--- src/rtl/pipeline_hazard_controller_pkg.sv ---
// Shared constants for the pipeline hazard blocks.
// Holds the hazard FSM state encodings, the register-zero constant and the
// forwarding select codes, so the hazard controller and the forwarding unit
// agree on one set of definitions.
package pipeline_hazard_controller_pkg;

  typedef enum logic [1:0] {
    RUN        = 2'd0,
    LOAD_STALL = 2'd1,
    FLUSH      = 2'd2,
    MEM_WAIT   = 2'd3
  } hz_state_e;

  localparam logic [4:0] REG_ZERO = 5'b00000;

  // Forwarding mux select codes
  localparam logic [1:0] FWD_NONE   = 2'b00;
  localparam logic [1:0] FWD_EX_MEM = 2'b01;
  localparam logic [1:0] FWD_MEM_WB = 2'b10;

endpackage

--- src/rtl/pipeline_hazard_controller_load_use_detector.sv ---
// Load-use hazard detector (purely combinational).
// Flags the case where the load currently in EX writes a register that the
// instruction in ID reads; forwarding cannot cover this, so a bubble is needed.
// Writes to register zero never create a dependency.
// Ports:
//   mem_read  in  1  instruction in EX is a load
//   ex_rt     in  5  load destination register
//   id_rs     in  5  rs of instruction in ID
//   id_rt     in  5  rt of instruction in ID
//   load_use  out 1  hazard detected
module pipeline_hazard_controller_load_use_detector
  import pipeline_hazard_controller_pkg::*;
(
  input  logic       mem_read,
  input  logic [4:0] ex_rt,
  input  logic [4:0] id_rs,
  input  logic [4:0] id_rt,
  output logic       load_use
);

  assign load_use = mem_read && (ex_rt != REG_ZERO) &&
                    ((ex_rt == id_rs) || (ex_rt == id_rt));

endmodule

--- src/rtl/pipeline_hazard_controller.sv ---
// Stall/flush sequencer for the 5-stage pipeline.
// Drives PC, IF/ID and ID/EX enables for load-use bubbles, taken-branch
// flushes and data-memory wait freezes. Multi-cycle stalls/flushes are held
// by a small FSM with a down-counter; a memory wait remembers the state it
// interrupted and resumes it with the counter untouched.
// Optional build macro HAZARD_STATS_EN adds saturating 32-bit event counters.
// Ports:
//   clk, rst_n (async, active-low)
//   ID_EX_mem_read_out, ID_EX_rt_out, IF_ID_rs_out, IF_ID_rt_out : load-use inputs
//   branch_taken, EX_MEM_mem_access_out, dmem_ready               : branch / memory
//   pc_write, IF_ID_write, ID_EX_bubble, IF_ID_flush, pipeline_freeze : controls
//   hazard_state : registered FSM state
//   stall_count, flush_count, freeze_count : (HAZARD_STATS_EN only)
module pipeline_hazard_controller
  import pipeline_hazard_controller_pkg::*;
#(
  parameter int LOAD_STALL_CYCLES = 1,
  parameter int FLUSH_CYCLES      = 1
) (
  input  logic        clk,
  input  logic        rst_n,
  input  logic        ID_EX_mem_read_out,
  input  logic [4:0]  ID_EX_rt_out,
  input  logic [4:0]  IF_ID_rs_out,
  input  logic [4:0]  IF_ID_rt_out,
  input  logic        branch_taken,
  input  logic        EX_MEM_mem_access_out,
  input  logic        dmem_ready,
  output logic        pc_write,
  output logic        IF_ID_write,
  output logic        ID_EX_bubble,
  output logic        IF_ID_flush,
  output logic        pipeline_freeze,
  output logic [1:0]  hazard_state
`ifdef HAZARD_STATS_EN
  ,
  output logic [31:0] stall_count,
  output logic [31:0] flush_count,
  output logic [31:0] freeze_count
`endif
);

  localparam logic [1:0] LS_CNT = 2'(LOAD_STALL_CYCLES - 1);
  localparam logic [1:0] FL_CNT = 2'(FLUSH_CYCLES - 1);

  hz_state_e  state_q, state_d;
  hz_state_e  ret_state_q, ret_state_d;
  hz_state_e  eff_state;
  logic [1:0] cnt_q, cnt_d;
  logic       load_use, mem_stall;
  logic       pc_write_c, if_id_write_c, bubble_c, flush_c, freeze_c;

  pipeline_hazard_controller_load_use_detector u_load_use (
    .mem_read (ID_EX_mem_read_out),
    .ex_rt    (ID_EX_rt_out),
    .id_rs    (IF_ID_rs_out),
    .id_rt    (IF_ID_rt_out),
    .load_use (load_use)
  );

  assign mem_stall = EX_MEM_mem_access_out && !dmem_ready;

  always_comb begin
    state_d       = state_q;
    ret_state_d   = ret_state_q;
    cnt_d         = cnt_q;
    pc_write_c    = 1'b1;
    if_id_write_c = 1'b1;
    bubble_c      = 1'b0;
    flush_c       = 1'b0;
    freeze_c      = 1'b0;
    // On the completing cycle of a memory wait, behave as the interrupted state.
    eff_state     = (state_q == MEM_WAIT) ? ret_state_q : state_q;

    if (state_q == MEM_WAIT && !dmem_ready) begin
      pc_write_c    = 1'b0;
      if_id_write_c = 1'b0;
      freeze_c      = 1'b1;
    end else if (mem_stall) begin
      // Counter is held so the interrupted stall/flush resumes where it was.
      pc_write_c    = 1'b0;
      if_id_write_c = 1'b0;
      freeze_c      = 1'b1;
      state_d       = MEM_WAIT;
      ret_state_d   = eff_state;
    end else begin
      case (eff_state)
        LOAD_STALL: begin
          pc_write_c    = 1'b0;
          if_id_write_c = 1'b0;
          bubble_c      = 1'b1;
          state_d       = (cnt_q <= 2'd1) ? RUN : LOAD_STALL;
          cnt_d         = (cnt_q <= 2'd1) ? 2'd0 : cnt_q - 2'd1;
        end
        FLUSH: begin
          flush_c = 1'b1;
          state_d = (cnt_q <= 2'd1) ? RUN : FLUSH;
          cnt_d   = (cnt_q <= 2'd1) ? 2'd0 : cnt_q - 2'd1;
        end
        default: begin
          state_d = RUN;
          // A branch under a load-use hazard is dropped: its operand is stale.
          if (load_use) begin
            pc_write_c    = 1'b0;
            if_id_write_c = 1'b0;
            bubble_c      = 1'b1;
            if (LOAD_STALL_CYCLES > 1) begin
              state_d = LOAD_STALL;
              cnt_d   = LS_CNT;
            end
          end else if (branch_taken) begin
            flush_c = 1'b1;
            if (FLUSH_CYCLES > 1) begin
              state_d = FLUSH;
              cnt_d   = FL_CNT;
            end
          end
        end
      endcase
    end
  end

  always_ff @(posedge clk or negedge rst_n) begin
    if (!rst_n) begin
      state_q     <= RUN;
      ret_state_q <= RUN;
      cnt_q       <= 2'd0;
    end else begin
      state_q     <= state_d;
      ret_state_q <= ret_state_d;
      cnt_q       <= cnt_d;
    end
  end

  // Reset forces a safe hold: nothing advances, ID/EX and IF/ID carry nops.
  assign pc_write        = rst_n & pc_write_c;
  assign IF_ID_write     = rst_n & if_id_write_c;
  assign ID_EX_bubble    = ~rst_n | bubble_c;
  assign IF_ID_flush     = ~rst_n | flush_c;
  assign pipeline_freeze = rst_n & freeze_c;
  assign hazard_state    = state_q;

`ifdef HAZARD_STATS_EN
  logic [31:0] stall_count_q, stall_count_d;
  logic [31:0] flush_count_q, flush_count_d;
  logic [31:0] freeze_count_q, freeze_count_d;

  function automatic logic [31:0] sat_inc(input logic [31:0] v, input logic en);
    return (en && (v != 32'hFFFF_FFFF)) ? v + 32'd1 : v;
  endfunction

  always_comb begin
    stall_count_d  = sat_inc(stall_count_q, ID_EX_bubble);
    flush_count_d  = sat_inc(flush_count_q, IF_ID_flush);
    freeze_count_d = sat_inc(freeze_count_q, pipeline_freeze);
  end

  always_ff @(posedge clk or negedge rst_n) begin
    if (!rst_n) begin
      stall_count_q  <= 32'd0;
      flush_count_q  <= 32'd0;
      freeze_count_q <= 32'd0;
    end else begin
      stall_count_q  <= stall_count_d;
      flush_count_q  <= flush_count_d;
      freeze_count_q <= freeze_count_d;
    end
  end

  assign stall_count  = stall_count_q;
  assign flush_count  = flush_count_q;
  assign freeze_count = freeze_count_q;
`endif

endmodule

--- config.mk ---
export PLATFORM = sky130hd
export DESIGN_NAME = pipeline_hazard_controller
export DESIGN_NICKNAME = d
export VERILOG_FILES = /design/src/rtl/pipeline_hazard_controller_pkg.sv /design/src/rtl/pipeline_hazard_controller_load_use_detector.sv /design/src/rtl/pipeline_hazard_controller.sv
export SDC_FILE = /design/constraint.sdc
export NUM_CORES = 1
export LEC_CHECK = 0
export ABC_AREA = 1
export CORE_MARGIN = 4
export CORE_UTILIZATION = 42
export CTS_CLUSTER_SIZE = 8
export DETAILED_ROUTE_END_ITERATION = 6
export GPL_TIMING_DRIVEN = 0
export PLACE_DENSITY_LB_ADDON = 0.08
export SYNTH_ARGS = -nofsm -noshare
export SYNTH_HDL_FRONTEND = slang
export SYNTH_HIERARCHICAL = 1
export SYNTH_SLANG_ARGS = --single-unit
--- constraint.sdc ---
create_clock -name clk -period 2.6 [get_ports clk]
set_input_delay 0.52 -clock clk [delete_from_list [all_inputs] [get_ports clk]]
set_output_delay 0.52 -clock clk [all_outputs]
set_load 0.05 [all_outputs]
# --- After elaboration in Yosys (flattened, before gate mapping) ---
# Index checks and enable logic that the tools add are counted.
classes:
  magnitude_cmp: 1
  addsub: 1
  n_mux: 21
  bitwise: 7
  n_eq_ne: 5
  n_reduce_logical: 10
ops:
  columns: ["cell", "n"]
  rows:
  - ["2-to-1 mux 1 bit", 13]
  - ["== test 5 bit", 2]
  - ["2-to-1 mux 2 bit", 4]
  - ["case mux 1 bit (2 select lines)", 3]
  - ["nonzero test 5 bit", 1]
  - ["== test 2 bit, second input constant", 2]
  - ["logical AND 1 bit", 4]
  - ["case mux 2 bit (2 select lines)", 1]
  - ["NOT 1 bit", 3]
  - ["AND reduction 3 bit", 1]
  - ["AND 1 bit", 2]
  - ["== test 2 x 1 -> 1 bit, second input constant", 1]
  - ["<= comparator 2 x 1 -> 1 bit, second input constant", 1]
  - ["bitwise OR 1 bit", 2]
  - ["AND reduction 2 bit", 1]
  - ["OR reduction 2 bit", 1]
  - ["subtractor 2 x 1 -> 2 bit, second input constant", 1]
  - ["zero test 1 bit", 1]
  - ["logical OR 1 bit", 1]
totals:
  ff_bits: 6
  output_inout_bits: 7
  wordCells: 48
  input_bits: 21

# --- Logic depth before layout (Yosys ltp) ---
logic_depth:
  depth_word: 8
  ltp_mapped: 11

# --- By module ---
# Netlist, hierarchy kept.
modules_own_cells:
  columns: ["module", "area_each_um2", "cells_per_inst", "n_inst"]
  rows:
  - ["pipeline_hazard_controller", 390.4, 56, 1]
  - ["pipeline_hazard_controller_load_use_detector", 195.2, 45, 1]

# --- Worst setup path before layout ---
# Ideal clock, no wire load.
synth_timing:
  path_kind: "register to output"
  startpoint: "reg state_q[0], in the netlist hazard_state[0]"
  endpoint: "out pc_write"
  setup_slack_ps: -832
  t_required_ps: 2080
  arrival_ps: 2912
  stages_incl_launch_ff: 8
  cell_sequence: "dfrtp_1 > inv_1 > a21oi_1 > ha_1 > nand2_1 > o21ai_0 > nor3_1 > buf_4"
synth_between:
  elab_chain_len: 7
  word_cells_on_any_way: 9
  cone_classes: "3 x eq/ne; 4 x mux; 1 x bitwise; 1 x reduce/logical"
synth_lines:
  columns: ["element", "line", "text"]
  rows:
  - ["start: declaration", "pipeline_hazard_controller.sv:46", "hz_state_e state_q, state_d;"]
  - ["start signal: assignment", "pipeline_hazard_controller.sv:129", "state_q <= state_d;"]
  - ["== test 2 bit", "pipeline_hazard_controller.sv:73", "eff_state = (state_q == MEM_WAIT) ? ret_state_q : state_q;"]
  - ["2-to-1 mux 2 bit *", "pipeline_hazard_controller.sv:73", null]
  - ["via eff_state[0]", "pipeline_hazard_controller.sv:48", "hz_state_e eff_state;"]
  - ["== test 2 bit or == test 2 x 1 -> 1 bit (tied branches)", null, null]
  - ["case mux 1 bit (2 select lines) *", null, null]
  - ["2-to-1 mux 1 bit * (2 in a row)", null, null]
  - ["AND 1 bit *", null, null]
  - ["end: declaration", "pipeline_hazard_controller.sv:29", "output logic pc_write,"]
# The timed path passes the listed nets; every way through them passes the cells marked *.

# --- Final worst setup path ---
layout_timing:
  startpoint: "in IF_ID_rs_out[2]"
  endpoint: "out IF_ID_flush"
layout_between:
  elab_chain_len: 8
layout_lines:
  columns: ["element", "line", "text"]
  rows:
  - ["start: declaration", "pipeline_hazard_controller.sv:24", "input logic [4:0] IF_ID_rs_out,"]
  - ["== test 5 bit", "pipeline_hazard_controller_load_use_detector.sv:22", "((ex_rt == id_rs) || (ex_rt == id_rt));"]
  - ["logical OR 1 bit", "pipeline_hazard_controller_load_use_detector.sv:22", null]
  - ["logical AND 1 bit", "pipeline_hazard_controller_load_use_detector.sv:21", "assign load_use = mem_read && (ex_rt != REG_ZERO) &&"]
  - ["via load_use", "pipeline_hazard_controller.sv:50", "logic load_use, mem_stall;"]
  - ["2-to-1 mux 1 bit", "pipeline_hazard_controller.sv:103", "if (load_use) begin"]
  - ["case mux 1 bit (2 select lines)", "pipeline_hazard_controller.sv:87", "case (eff_state)"]
  - ["2-to-1 mux 1 bit", "pipeline_hazard_controller.sv:79", "end else if (mem_stall) begin"]
  - ["2-to-1 mux 1 bit", "pipeline_hazard_controller.sv:75", "if (state_q == MEM_WAIT && !dmem_ready) begin"]
  - ["bitwise OR 1 bit", "pipeline_hazard_controller.sv:139", "assign IF_ID_flush = ~rst_n | flush_c;"]
  - ["end: declaration", "pipeline_hazard_controller.sv:32", "output logic IF_ID_flush,"]
# The timed path passes the listed nets, and every way through them passes these cells.

==> results.json <==
{
  "cts_setup_buffers": 0,
  "antenna_found_initial": 0,
  "drt_first_pass_iters": 4,
  "startpoint_type": "input port",
  "antenna_cells": 0,
  "fillers": 118,
  "synth_warnings": 6,
  "io_buffers": 27,
  "die_x_um": 45.3,
  "cts_root_buf": "clkbuf_4",
  "tightest_slew_ns": 0.493,
  "std_cell_rows": 13,
  "outcome": "completed",
  "hp-class": "flip-flop to flip-flop",
  "drcViolationCount": 0,
  "num_vias": 689,
  "drv_cap": 0,
  "met1_usage": 0.204,
  "setup_ws_ns": 0.0798,
  "period_needed_ns": 2.52,
  "whs_ns": 0.503,
  "slew_headroom": 0.670,
  "clk_path_buf_depth": 2,
  "placed_area_um2": 888,
  "viasPerCell": 4.69,
  "max_freq_mhz": 397,
  "grt.busiest_layer": "met2",
  "synth_cell_type_count": 18,
  "io_pins": 28,
  "syn_avg_cell_area_um2": 5.80,
  "cts_buffers": 3,
  "wirelength_um": 1560,
  "syn_inst": 101,
  "rsz0062_at_grt": "no",
  "grt_pass1_wl_um": 2450,
  "pre_cts_ws_ns": -0.686,
  "p_leak_nw": 0.593,
  "path_class": "input port to primary output",
  "total_power_uw": 362,
  "place_congestion": 0.735,
  "hold_buffers": 0,
  "dieArea_um2": 2060,
  "end_kind": "primary output",
  "final_cells": 147,
  "synth_seq_cells": 6,
  "setup_viol": 0,
  "design_area_um2": 923,
  "fin_crit_sh": 0.969,
  "initial_utilization": 0.450,
  "slew_violations": 0,
  "syn-num-nets": 124,
  "grt-ovfl-total": 0,
  "area_delta_synth_final_pct": 57.7,
  "final-seq-area_um2": 153,
  "use_met3": 0.0598,
  "drt-initial-drc-count": 18,
  "cts_tree": "yes",
  "drt.antenna.violating_nets": 0,
  "powerDensity_nw_per_um2": 392,
  "core_um2": 1300,
  "drive_above_1_share": 0.182,
  "clock-sinks": 6,
  "wl_per_cell_um": 10.6,
  "worstSkewPairLatency_ns": 0.27,
  "dp.cells": 143,
  "cp.required_ns": 2.08,
  "grt_usage": 0.176,
  "finalHoldViolations": 0,
  "critical_path_arrival_ns": 2.00,
  "synth_area_um2": 586,
  "cts.htree.levels": 1,
  "die_h_um": 45.3,
  "clkTransAtPathRegs_ns": 0.06,
  "critPathMaxFanout": 2,
  "grt_pass1_vias": 616,
  "ys_seq_area_frac": 0.256,
  "multiInputGateArea_um2": 360,
  "tns_ns": 0,
  "finalClockSkew_ns": 0.0220,
  "grt_use_met2": 0.277,
  "post-route-util": 0.710,
  "nNetsFinal": 156,
  "vdd.ir_drop.worst_uv": 286,
  "hpwl_um": 1270,
  "grt_max_degree": 10
}
per-layer routing:
layer | up-vias | wire length, µm
met2 | 24 | 734
met3 | 4 | 126
met1 | 295 | 668
li1 | 366 | -
met5 | - | 0
met4 | 0 | 35
worst max-delay path, stage by stage:
cell and delay [ns]:
clkdlybuf4s50_1 0.47, inv_1 0.05, nand2_1 0.05, nand2_1 0.05, nor2_1 0.08, nand3_1 0.09
a21oi_2 0.13, nand2_1 0.09, o21ai_2 0.11, nor2_1 0.07, nand2_1 0.06, nand2_1 0.06
buf_6 0.17
cell usage in the layout (no fill, tap or decap):
cell type	synthesis	routed
ha_1	2	2
clkbuf_2	0	1
clkbuf_1	0	1
clkbuf_4	0	4
buf_2	0	1
o21ai_0	4	3
dfrtp_1	6	4
dlygate4sd2_1	0	3
nand4_1	3	3
xnor2_1	2	2
nand2_1	38	38
buf_6	0	1
dlymetal6s2s_1	0	9
nor2_2	1	1
inv_2	6	7
o21ai_2	1	2
dfrtp_2	0	2
buf_4	1	2
clkdlybuf4s50_1	0	10
xor2_1	1	1
nand2_4	1	1
nand3_1	5	5
a21oi_2	1	1
a21oi_1	2	2
inv_1	16	15
nor3_4	0	1
nor2_1	10	10
synthesized netlist by cell type:
| master | n | area [µm²] |
|---|---|---|
| nand2_1 | 38 | 143 |
| inv_1 | 16 | 60.1 |
| nor2_1 | 10 | 37.5 |
| dfrtp_1 | 6 | 150 |
| inv_2 | 6 | 22.5 |
| nand3_1 | 5 | 25.0 |
| o21ai_0 | 4 | 20.0 |
| nand4_1 | 3 | 18.8 |
| a21oi_1 | 2 | 10.0 |
| ha_1 | 2 | 25.0 |
| xnor2_1 | 2 | 17.5 |
| a21oi_2 | 1 | 8.76 |
| buf_4 | 1 | 7.51 |
| nand2_4 | 1 | 11.3 |
| nor2_2 | 1 | 6.26 |
| nor3_1 | 1 | 5.00 |
| o21ai_2 | 1 | 8.76 |
| xor2_1 | 1 | 8.76 |
cell families after synthesis:
logic type                 synth area share
and+or+nand+nor                       0.421
buffers and inverters                 0.154
adders and majority gates            0.0427
DFF                                   0.256
xor gates and xnor gates             0.0449
AOI/OAI and AO/OA                    0.0812
flip-flops by register name, indices dropped and copies added, names as in the netlist:
| signal | flops |
|---|---|
| ret_state_q | 2 |
| hazard_state | 2 |
| cnt_q | 2 |
area by class of cell:
cell class / instances / area share
repair buffers: 27 / 0.298
inverters: 22 / 0.0894
well taps: 15 / 0.0203
multi-input cells: 72 / 0.390
plain buffers: 1 / 0.00813
clock buffers: 4 / 0.0285
flip-flops and latches: 6 / 0.165
final timing paths:
kind | start | end | cells after the start | slack, ns
max | IF_ID_rs_out[2] | IF_ID_flush | 13 | 0.08
min | cnt_q[1]$_DFFE_PN0P_ | hazard_state[1]$_DFFE_PN0N_ | 2 | 0.50
max reg2reg | hazard_state[1]$_DFFE_PN0N_ | cnt_q[0]$_DFFE_PN0P_ | 6 | 1.12
min reg2reg | cnt_q[1]$_DFFE_PN0P_ | hazard_state[1]$_DFFE_PN0N_ | 2 | 0.50
max in group asynchronous | rst_n | ret_state_q[1]$_DFFE_PN0P_ | 1 | 1.73
min in group asynchronous | rst_n | ret_state_q[0]$_DFFE_PN0P_ | 1 | 0.55
report_power, final:
part / switching, mW / internal, mW / total [mW] / leakage [nW]
combinational: 0.0930 / 0.0621 / 0.155 / 0.502
sequential: 0.00492 / 0.100 / 0.105 / 0.0756
clock: 0.0430 / 0.0587 / 0.102 / 0.0150
total: 0.141 / 0.221 / 0.362 / 0.593
what timing repair did:
action,CTS,global route
resized for setup,28,12
endpoints found under the setup margin,5,5
pin swaps,0,8
Note: power is estimated with default switching activity, not from simulation.
